`src/rtl/pipe_ctrl.sv`:
```
// Pipeline sequencer: merges stall/flush requests into the per-stage hold vector and runs the EX multi-cycle counter.
// Optional statistics counters are built when PIPE_CTRL_STATS_EN is defined.
module pipe_ctrl #(
  parameter int CNT_W = 5
) (
  input  logic             clk,
  input  logic             rst,
  input  logic             stallreq_id,
  input  logic             ex_mc_start,
  input  logic [CNT_W-1:0] ex_mc_cycles,
  input  logic             stallreq_mem,
  input  logic             flush_req,
  input  logic [31:0]      flush_pc,
  output logic [5:0]       stall,
  output logic             flush,
  output logic [31:0]      new_pc,
  output logic             ex_mc_done,
  output logic             ex_busy,
  input  logic             stats_clr,
  output logic [31:0]      stall_cycles,
  output logic [15:0]      flush_cnt
);

  typedef enum logic {RUN, MULTI} state_t;

  state_t           state_q, state_d;
  logic [CNT_W-1:0] cnt_q, cnt_d;
  logic             ex_stall;

  always_ff @(posedge clk or posedge rst) begin
    if (rst) begin
      state_q <= RUN;
      cnt_q   <= '0;
    end else begin
      state_q <= state_d;
      cnt_q   <= cnt_d;
    end
  end

  assign ex_stall = ((state_q == RUN) && ex_mc_start && (ex_mc_cycles > CNT_W'(1))) ||
                    ((state_q == MULTI) && (cnt_q != CNT_W'(1)));

  always_comb begin
    state_d    = state_q;
    cnt_d      = cnt_q;
    stall      = 6'b000000;
    flush      = 1'b0;
    new_pc     = 32'h0;
    ex_mc_done = 1'b0;
    // Outputs are forced quiet while reset is held, independent of the clock
    if (!rst) begin
      if (flush_req) begin
        flush   = 1'b1;
        new_pc  = flush_pc;
        state_d = RUN;
        cnt_d   = '0;
      end else begin
        if (stallreq_mem)     stall = 6'b011111;
        else if (ex_stall)    stall = 6'b001111;
        else if (stallreq_id) stall = 6'b000111;

        case (state_q)
          RUN: begin
            if (ex_mc_start) begin
              if (ex_mc_cycles > CNT_W'(1)) begin
                cnt_d   = ex_mc_cycles - CNT_W'(1);
                state_d = MULTI;
              end else begin
                ex_mc_done = 1'b1;
              end
            end
          end
          MULTI: begin
            // A memory wait freezes the count so the op finishes one cycle later
            if (!stallreq_mem) begin
              if (cnt_q == CNT_W'(1)) begin
                ex_mc_done = 1'b1;
                state_d    = RUN;
                cnt_d      = '0;
              end else begin
                cnt_d = cnt_q - CNT_W'(1);
              end
            end
          end
          default: begin
            state_d = RUN;
            cnt_d   = '0;
          end
        endcase
      end
    end
  end

  assign ex_busy = (state_q == MULTI);

`ifdef PIPE_CTRL_STATS_EN
  logic [31:0] stall_cycles_q, stall_cycles_d;
  logic [15:0] flush_cnt_q, flush_cnt_d;

  always_comb begin
    stall_cycles_d = stall_cycles_q;
    flush_cnt_d    = flush_cnt_q;
    if (stats_clr) begin
      stall_cycles_d = '0;
      flush_cnt_d    = '0;
    end else begin
      if (stall[0] && (stall_cycles_q != 32'hFFFF_FFFF)) stall_cycles_d = stall_cycles_q + 32'd1;
      if (flush && (flush_cnt_q != 16'hFFFF))           flush_cnt_d    = flush_cnt_q + 16'd1;
    end
  end

  always_ff @(posedge clk or posedge rst) begin
    if (rst) begin
      stall_cycles_q <= '0;
      flush_cnt_q    <= '0;
    end else begin
      stall_cycles_q <= stall_cycles_d;
      flush_cnt_q    <= flush_cnt_d;
    end
  end

  assign stall_cycles = stall_cycles_q;
  assign flush_cnt    = flush_cnt_q;
`else
  logic unused_stats_clr;
  assign unused_stats_clr = stats_clr;
  assign stall_cycles     = 32'h0;
  assign flush_cnt        = 16'h0;
`endif

endmodule

```
`config.mk`:
```
export PLATFORM = sky130hd
export DESIGN_NAME = pipe_ctrl
export DESIGN_NICKNAME = d
export VERILOG_FILES = /design/src/rtl/pipe_ctrl.sv
export SDC_FILE = /design/constraint.sdc
export NUM_CORES = 1
export LEC_CHECK = 0
export ABC_AREA = 1
export CAP_MARGIN = 20
export CORE_MARGIN = 4
export CORE_UTILIZATION = 32
export CTS_CLUSTER_DIAMETER = 40
export DETAILED_ROUTE_END_ITERATION = 7
export PLACE_DENSITY = 0.95
export SETUP_SLACK_MARGIN = 0.4
export SYNTH_ARGS = -nofsm -noshare
export SYNTH_HDL_FRONTEND = slang
export SYNTH_SLANG_ARGS = --single-unit
export TNS_END_PERCENT = 100
```
`constraint.sdc`:
```
create_clock -name clk -period 2.7 [get_ports clk]
set_clock_uncertainty 0.1 [all_clocks]
set_input_delay 0.27 -clock clk [delete_from_list [all_inputs] [get_ports clk]]
set_output_delay 0.27 -clock clk [all_outputs]
set_load 0.005 [all_outputs]
```
# ---- Yosys cells after proc, flatten, opt, wreduce, memory -nomap -nowiden
# Index checks and enable logic that the tools add are counted.
dict set report totals {
  register_bits 6
  latchBits 0
  ram_bits 0
  romBits 0
  in_bits 44
  out_inout_bits 89
  memories 0
}
dict set report op_classes {
  addsub 2
  n_mul 0
  div 0
  magnitude_cmp 1
  eq_ne 5
  n_shift 0
  n_mux 28
  n_bitwise 2
  reduce_logical 5
}
# op count
set op_table {}
lappend op_table {{32-bit 2-to-1 mux} 2}
lappend op_table {{5-bit 2-to-1 mux} 7}
lappend op_table {{1-bit 2-to-1 mux} 13}
lappend op_table {{5-bit one-hot mux with 2 select lines} 1}
lappend op_table {{5-bit by 1-bit subtractor with 5-bit output, second input constant} 2}
lappend op_table {{6-bit 2-to-1 mux} 1}
lappend op_table {{3-bit inequality test, second input constant} 2}
lappend op_table {{5-bit by 1-bit == test with 1-bit output, second input constant} 1}
lappend op_table {{5-bit by 1-bit > comparator with 1-bit output, second input constant} 1}
lappend op_table {{5-bit by 1-bit inequality test with 1-bit output, second input constant} 1}
lappend op_table {{4-bit 2-to-1 mux} 1}
lappend op_table {{1-bit one-hot mux with 2 select lines} 2}
lappend op_table {{4-bit AND reduction} 1}
lappend op_table {{1-bit logical AND} 3}
lappend op_table {{3-bit 2-to-1 mux} 1}
lappend op_table {{3-bit by 2-bit inequality test with 1-bit output, second input constant} 1}
lappend op_table {{1-bit NOT} 2}
lappend op_table {{1-bit logical OR} 1}

# ---- Depth between registers and ports, before layout
# Gate-level depths: netlist (run 1).
dict set report depth {
  ltp_word 8
  mapped_depth 9
  ltp_nobuf 9
}

# ---- Least setup slack after synthesis (run 1)
# OpenSTA, ideal clock, no wires.
dict set report synth_timing {
  kind {register to output}
  from {reg cnt_q[1]}
  to {out stall[1]}
  arrival_time_ns 1.139
  t_required_ns 2.330
  path_slack_ns 1.191
  path_stages_with_launch 9
  path_cell_list {dfrtp_1 inv_1 ha_1 nand3_2 nand2_1 nand3_1 nand2_1 nand2_1 buf_4}
}
dict set report synth_via {
  elab_chain_len 7
}
# element line
set synth_rtl {}
lappend synth_rtl {{from (decl)} 27} ;# logic [CNT_W-1:0] cnt_q, cnt_d;
lappend synth_rtl {{from (signal assigned)} 36} ;# cnt_q <= cnt_d;
lappend synth_rtl {{5-bit by 1-bit inequality test with 1-bit output} 41} ;# ((state_q == MULTI) && (cnt_q != CNT_W'(1)));
lappend synth_rtl {{1-bit logical AND} 41}
lappend synth_rtl {{1-bit logical OR} 40} ;# assign ex_stall = ((state_q == RUN) && ex_mc_start && (ex_mc_cycles > CNT_W'(1))) ||
lappend synth_rtl {{4-bit 2-to-1 mux} 59} ;# else if (ex_stall) stall = 6'b001111;
lappend synth_rtl {{5-bit 2-to-1 mux} 58} ;# if (stallreq_mem) stall = 6'b011111;
lappend synth_rtl {{5-bit 2-to-1 mux} 52} ;# if (flush_req) begin
lappend synth_rtl {{6-bit 2-to-1 mux} 51} ;# if (!rst) begin
lappend synth_rtl {{to (decl)} 14} ;# output logic [5:0] stall,
# No other way between the ends.

# ---- Worst setup path in the final report (run 1)
dict set report layout_timing {
  from {in ex_mc_cycles[2]}
  to {out stall[0]}
}
dict set report layout_via {
  elab_chain_len 7
}
# element line
set layout_rtl {}
lappend layout_rtl {{from (decl)} 10} ;# input logic [CNT_W-1:0] ex_mc_cycles,
lappend layout_rtl {{5-bit by 1-bit > comparator with 1-bit output} 40}
lappend layout_rtl {{1-bit logical AND} 40}
lappend layout_rtl {{1-bit logical OR} 40}
lappend layout_rtl {{4-bit 2-to-1 mux} 59}
lappend layout_rtl {{5-bit 2-to-1 mux} 58}
lappend layout_rtl {{5-bit 2-to-1 mux} 52}
lappend layout_rtl {{6-bit 2-to-1 mux} 51}
# No other way between the ends.

==> results of run 1 <==
Yosys cell counts:
cell type / n / share of area
buf_6: 2 / 0.017
clkinv_2: 1 / 0.0038
buf_4: 51 / 0.29
nor3_1: 1 / 0.0038
ha_1: 4 / 0.038
inv_1: 15 / 0.043
nand3_4: 1 / 0.013
nand4_1: 3 / 0.014
buf_1: 1 / 0.0029
conb_1: 1 / 0.0029
and3_1: 1 / 0.0048
inv_4: 1 / 0.0048
o21bai_1: 1 / 0.0057
nor2_1: 35 / 0.10
buf_2: 4 / 0.015
xor2_1: 1 / 0.0067
dfrtp_1: 6 / 0.11
clkbuf_1: 2 / 0.0057
nand2_1: 66 / 0.19
inv_2: 2 / 0.0057
o21ai_0: 4 / 0.015
xnor2_1: 1 / 0.0067
nand3_1: 12 / 0.046
nand3_2: 3 / 0.023
o21ai_1: 3 / 0.011
nor2_2: 3 / 0.014
layout make-up:
| cell class | instances | area (sq um) |
|---|---|---|
| Multi-Input combinational cell | 188 | 840.8 |
| Inverter | 19 | 75.07 |
| Tap cell | 50 | 62.56 |
| Timing Repair Buffer | 86 | 854.6 |
| Clock buffer | 3 | 41.29 |
| Sequential cell | 6 | 150.1 |
| Fill cell | 387 | 1947 |
power breakdown:
| group | internal (mW) | switching, mW | total (mW) |
|---|---|---|---|
| combinational | 0.156 | 0.152 | 0.308 |
| sequential | 0.106 | 0.0205 | 0.127 |
| clock | 0.0959 | 0.0405 | 0.136 |
placed cells by master, fill, tap and decap left out, types with 4 or more instances in the layout:
cell type / n
nor2_1: 34
dfrtp_1: 6
o21ai_0: 4
conb_1: 49
inv_1: 14
nor2_2: 4
nand2_1: 64
ha_1: 4
nand3_1: 12
clkdlybuf4s50_1: 75
buf_4: 4
layer usage:
metal,global-route usage,wire length [microns],up-vias
li1,-,-,739
met1,0.1556,1380,645
met2,0.2520,2025,75
met3,0.02770,357,5
met4,0.05428,50,0
met5,0,0,-
sequential cells by signal, summed over array words and instances (netlist names):
| signal | flops |
|---|---|
| cnt_q | 5 |
| ex_busy | 1 |
critical path: cells and delay by family:
kind / cells / cell delay (ns)
buffers and inverters: 4 / 0.96
AND/OR/NAND/NOR: 7 / 0.56
per-stage QoR:
step                      total power [mW]  cells  hold slack [ns]
final                               0.5707    352           0.3839
after floorplan                     0.3433    273           0.1572
after global routing                0.6189    352           0.4185
after CTS                           0.5695    352           0.3891
after global placement              0.4214    348           0.3721
after detailed placement            0.4309    348           0.3801
worst max path at each step:
| stage | startpoint | endpoint | depth (start not counted) |
|---|---|---|---|
| floorplan | cnt_q[1] | stall[1] | 8 |
| global placement | ex_mc_cycles[1] | stall[0] | 10 |
| detailed placement | ex_mc_cycles[1] | stall[0] | 10 |
| CTS | ex_mc_cycles[2] | ex_mc_done | 8 |
| global route | ex_mc_cycles[2] | stall[0] | 11 |
| finish | ex_mc_cycles[2] | stall[0] | 11 |
kinds of logic (layout without fill, tap and decap cells):
| kind of cell | Yosys count | in the layout | share of synthesized area |
|---|---|---|---|
| AND/OR/NAND/NOR | 125 | 125 | 0.4084 |
| buffers and inverters | 79 | 108 | 0.3903 |
| AO/OA/AOI/OAI | 8 | 8 | 0.03244 |
| flip-flops | 6 | 6 | 0.1145 |
| adder cells (fa/ha/maj) | 4 | 4 | 0.03817 |
| XOR/XNOR | 2 | 2 | 0.01336 |
| other | 1 | 49 | 0.002860 |
repair_timing:
item,in CTS,in global routing
gates resized for setup,7,6
setup endpoints to repair,5,5
pin swaps,1,1
setup buffers,1,0
==> reports/results.txt, run 1 <==
Crit Path Max Fanout: 3
DIE WIDTH: 72.02 microns
Fin Setup TNS: 0 ns
Final ANT Viol Nets: 0
Reg-to-Reg Start: cnt_q[0]
First DRT Iteration DRCs: 35
DR vias/cell: 4.159
Crit-path max cell delay: 0.45 ns
Fin crit period: 2.177 ns
Slowest-stage cell, CP: clkdlybuf4s50_1
Die area: 5186 sq um
Startpoint Class: input pin
CTS Buf Count: 3
Ratio of cells with drive above 1 in the final layout: 0.07616
Outcome: complete, no violations
Cells after Synth: 225
Sequential cell area fraction in the yosys report: 0.1145
Overall routing resource usage: 0.1378
Layout area overhead: 54.39%
CTS Buffer Depth: 2
Final WS setup: 0.5232 ns
Starting Density: 0.3302
Unrepaired setup endpoints after global routing: false
Leakage: 1.057 nW
Num rows: 23
Crit share post-route: 0.8062
Fmax: 0.4594 GHz
Number of port buffers: 82
CTS tree: built
Drt first pass iters: 4
Post-synth cell types: 26
RePlAce Congestion: 0.7976
Fin area: 2024 sq um
Vias in the first global route: 1323
Final hold vios: 0
Cell Pwr Density: 281.9 nW/um^2
Setup CP Type: in2out
CTS Hold Bufs: 0
Worst-path clk slew: 0.03 ns
Ant. Diodes: 0
Maxcap violations: 0
Vias: 1464
# nets final: 352
Register bit total from synthesis: 6
Placed Area: 1961 sq um
Routed wire length: 3814 microns
Hold Path Class: reg2reg
CP required: 2.33 ns
Critical R2R Capture: cnt_q[2]
Setup-failing EPs final: 0
First-pass GRT wire length: 5823 microns
Die height: 72.02 microns
Final core occ: 0.5098
GRT overflow: 0
Worst-path cell chain: clkdlybuf4s50_1, inv_1, nand2_2, nor2_2, nand2_1, nand3_1, nand3_1, nand2_1, nand2_2, buf_4, dlygate4sd2_1
Max Slew Vio Count: 0
Hold path cells: 2
Root Buffer: clkbuf_8
H-tree depth: 1
Syn. warnings: 0
Max IR drop VDD: 112.6 uV
Clk sinks: 6
Reg2Reg Setup Slack: 1.29 ns
DRC Markers: 0
Crit. End Element: primary output
Clk Latency, worst-skew pair: 0.23 ns
Largest net degree at the start of global routing: 36
Core Area: 3971 sq um
Critical path arrival: 1.81 ns
Syn Std Cell Area: 1311 sq um
Initial antenna violation count: 0
DPL Wire Length: 3172 microns
Hold_sp: cnt_q[1]
DP Worst Slack: 0.1102 ns
Wire per inst: 10.84 microns
R2R cell count: 7
Syn Area/Cell: 5.828 sq um
Ports: 133
Hold worst-path end: cnt_q[1]
Power figures use the tool's default switching activity.
==> run 2, diff against run 1 <==
--- a/config.mk
+++ b/config.mk
@@ -8,10 +8,10 @@
 export ABC_AREA = 1
 export CAP_MARGIN = 20
 export CORE_MARGIN = 4
-export CORE_UTILIZATION = 32
+export CORE_UTILIZATION = 30
 export CTS_CLUSTER_DIAMETER = 40
 export DETAILED_ROUTE_END_ITERATION = 7
-export PLACE_DENSITY = 0.95
+export PLACE_DENSITY = 0.92
 export SETUP_SLACK_MARGIN = 0.4
 export SYNTH_ARGS = -nofsm -noshare
 export SYNTH_HDL_FRONTEND = slang
==> constraint.sdc (replaced) <==
create_clock -name clk -period 2.1 [get_ports clk]
set_clock_uncertainty 0.1 [all_clocks]
set_input_delay 0.21 -clock clk [delete_from_list [all_inputs] [get_ports clk]]
set_output_delay 0.21 -clock clk [all_outputs]
set_load 0.005 [all_outputs]
==> reports/results.txt, run 2 (same netlist as run 1, synthesis figures left out) <==
Logic gate share of total power: 0.574
Vias: 1528
Critical path arrival: 1.35 ns
Fin crit period: 1.662 ns
Vias in the first global route: 1367
Routed wire length: 4165 microns
Max reg flops: 5
GRT overflow: 0
Clk sinks: 6
Unrepaired setup endpoints after global routing: true
Outcome: complete, no violations
First-pass GRT wire length: 6044 microns
Max Slew Vio Count: 0
Final hold vios: 0
Startpoint Class: flip-flop
Ratio of cells with drive above 1 in the final layout: 0.1502
H-tree depth: 1
Initial antenna violation count: 0
Grt met2 use: 0.2500
Filler cell count: 418
Routing usage on met1: 0.1605
Die area: 5492 sq um
CTS Buf Count: 3
Net Sw Frac: 0.3741
Overall routing resource usage: 0.1369
Core Area: 4115 sq um
M3 GR Usage: 0.02162
CTS Hold Bufs: 0
Leakage: 1.115 nW
Hold Path Class: in2async
DRC Markers: 0
Clk Latency, worst-skew pair: 0.22 ns
Ant. Diodes: 0
Most frequent cells in the layout: clkdlybuf4s50_1, nand2_1, conb_1, nor2_1, inv_1
Starting Density: 0.3186
First DRT Iteration DRCs: 31
Net Sw Power: 0.3008 mW
Crit Path Max Fanout: 3
Num rows: 23
Fin Setup TNS: 0 ns
Setup-failing EPs final: 0
Drt first pass iters: 4
Layout area overhead: 65.36%
# nets final: 363
Number of port buffers: 82
Placed Area: 2011 sq um
R2R cell count: 9
Ports: 133
Setup CP Type: reg2out
Crit share post-route: 0.7913
CP required: 1.79 ns
Maxcap violations: 0
GR peak layer: met2
Commonest non-fill, non-tap cell in the layout: clkdlybuf4s50_1
Flop pwr share: 0.209
Register with the most flip-flops: cnt_q
Worst-path clk slew: 0.04 ns
DIE WIDTH: 74.11 microns
Crit. End Element: primary output
Root Buffer: clkbuf_8
Final ANT Viol Nets: 0
Max IR drop VDD: 176.9 uV
Largest net degree at the start of global routing: 27
Wire per inst: 11.47 microns
Die height: 74.11 microns
Fmax: 0.6018 GHz
Worst hold slack: 0.2227 ns
DR vias/cell: 4.209
Internal power: 0.5033 mW
Cell Pwr Density: 370.8 nW/um^2
RePlAce Congestion: 0.8187
Part of the power in the clock network: 0.217
DPL Wire Length: 3238 microns
CTS tree: built
CTS Buffer Depth: 2
Fin area: 2168 sq um
-- run 2: changes by cell type in the layout (fill, tap and decap cells not counted), moves of 2 or more --
cell             before  now
buf_4                 4   11
dlymetal6s2s_1        3    1
dfrtp_2               0    3
nand3_1              12   10
buf_2                 0    6
buf_12                0    2
nor2_2                4    2
dfrtp_1               6    3
clkdlybuf4s50_1      75   68
dlygate4sd2_1         3    7
-- run 2: worst max-delay path: stages (launching register included) --
cell     delay, ns
dfrtp_1       0.39
inv_2         0.09
ha_4          0.13
nand3_4       0.09
o21ai_2       0.14
and3_1        0.17
buf_2         0.12
-- run 2: area by class of cell --
cell class | instances | area [sq um] | share of cell area
timing repair buffer | 97 | 959.7 | 0.4426
inverter | 19 | 75.07 | 0.03462
sequential | 6 | 153.9 | 0.07098
clock buffer | 3 | 41.29 | 0.01904
multi-input combinational | 188 | 875.8 | 0.4039
tap | 50 | 62.56 | 0.02885
-- run 2: path summary, 6_finish.rpt --
kind,startpoint,to,slack (ns)
setup / recovery,cnt_q[1],ex_mc_done,0.44
hold reg to reg,cnt_q[4],cnt_q[4],0.41
min in group clk,cnt_q[4],cnt_q[4],0.41
hold / removal,rst,ex_busy,0.22
max in group asynchronous,rst,cnt_q[0],1.40
setup reg to reg,cnt_q[1],cnt_q[2],0.59
-- run 2: stage by stage --
| step | cells | setup WS [ns] | power (mW) | util |
|---|---|---|---|---|
| after floorplan | 273 | 0.6510 | 0.4413 | - |
| after global placement | 353 | -0.2424 | 0.5543 | 0.4886 |
| after detailed placement | 353 | -0.2602 | 0.5683 | 0.4886 |
| after CTS | 360 | 0.4423 | 0.7829 | 0.5178 |
| after global routing | 363 | 0.3437 | 0.8707 | 0.5269 |
| final | 363 | 0.4383 | 0.8041 | 0.5269 |
-- run 2: what timing repair did --
item,in CTS,in global routing
gates resized for setup,49,4
gates cloned,1,1
pin swaps,8,5
endpoints found under the setup margin,40,8
setup buffers,3,2
-- run 2: metal layers --
metal / vias up / routed length, microns
met2: 70 / 2153
met4: 0 / 47
met1: 689 / 1631
met5: - / 0
met3: 4 / 333
li1: 765 / -
-- run 2: power groups by stage --
stage               sequential, mW  clock, mW  combinational [mW]
floorplan                    0.153          0               0.288
global placement             0.159          0               0.395
detailed placement           0.161          0               0.408
CTS                          0.167      0.176               0.440
global route                 0.172      0.183               0.516
finish                       0.168      0.175               0.461
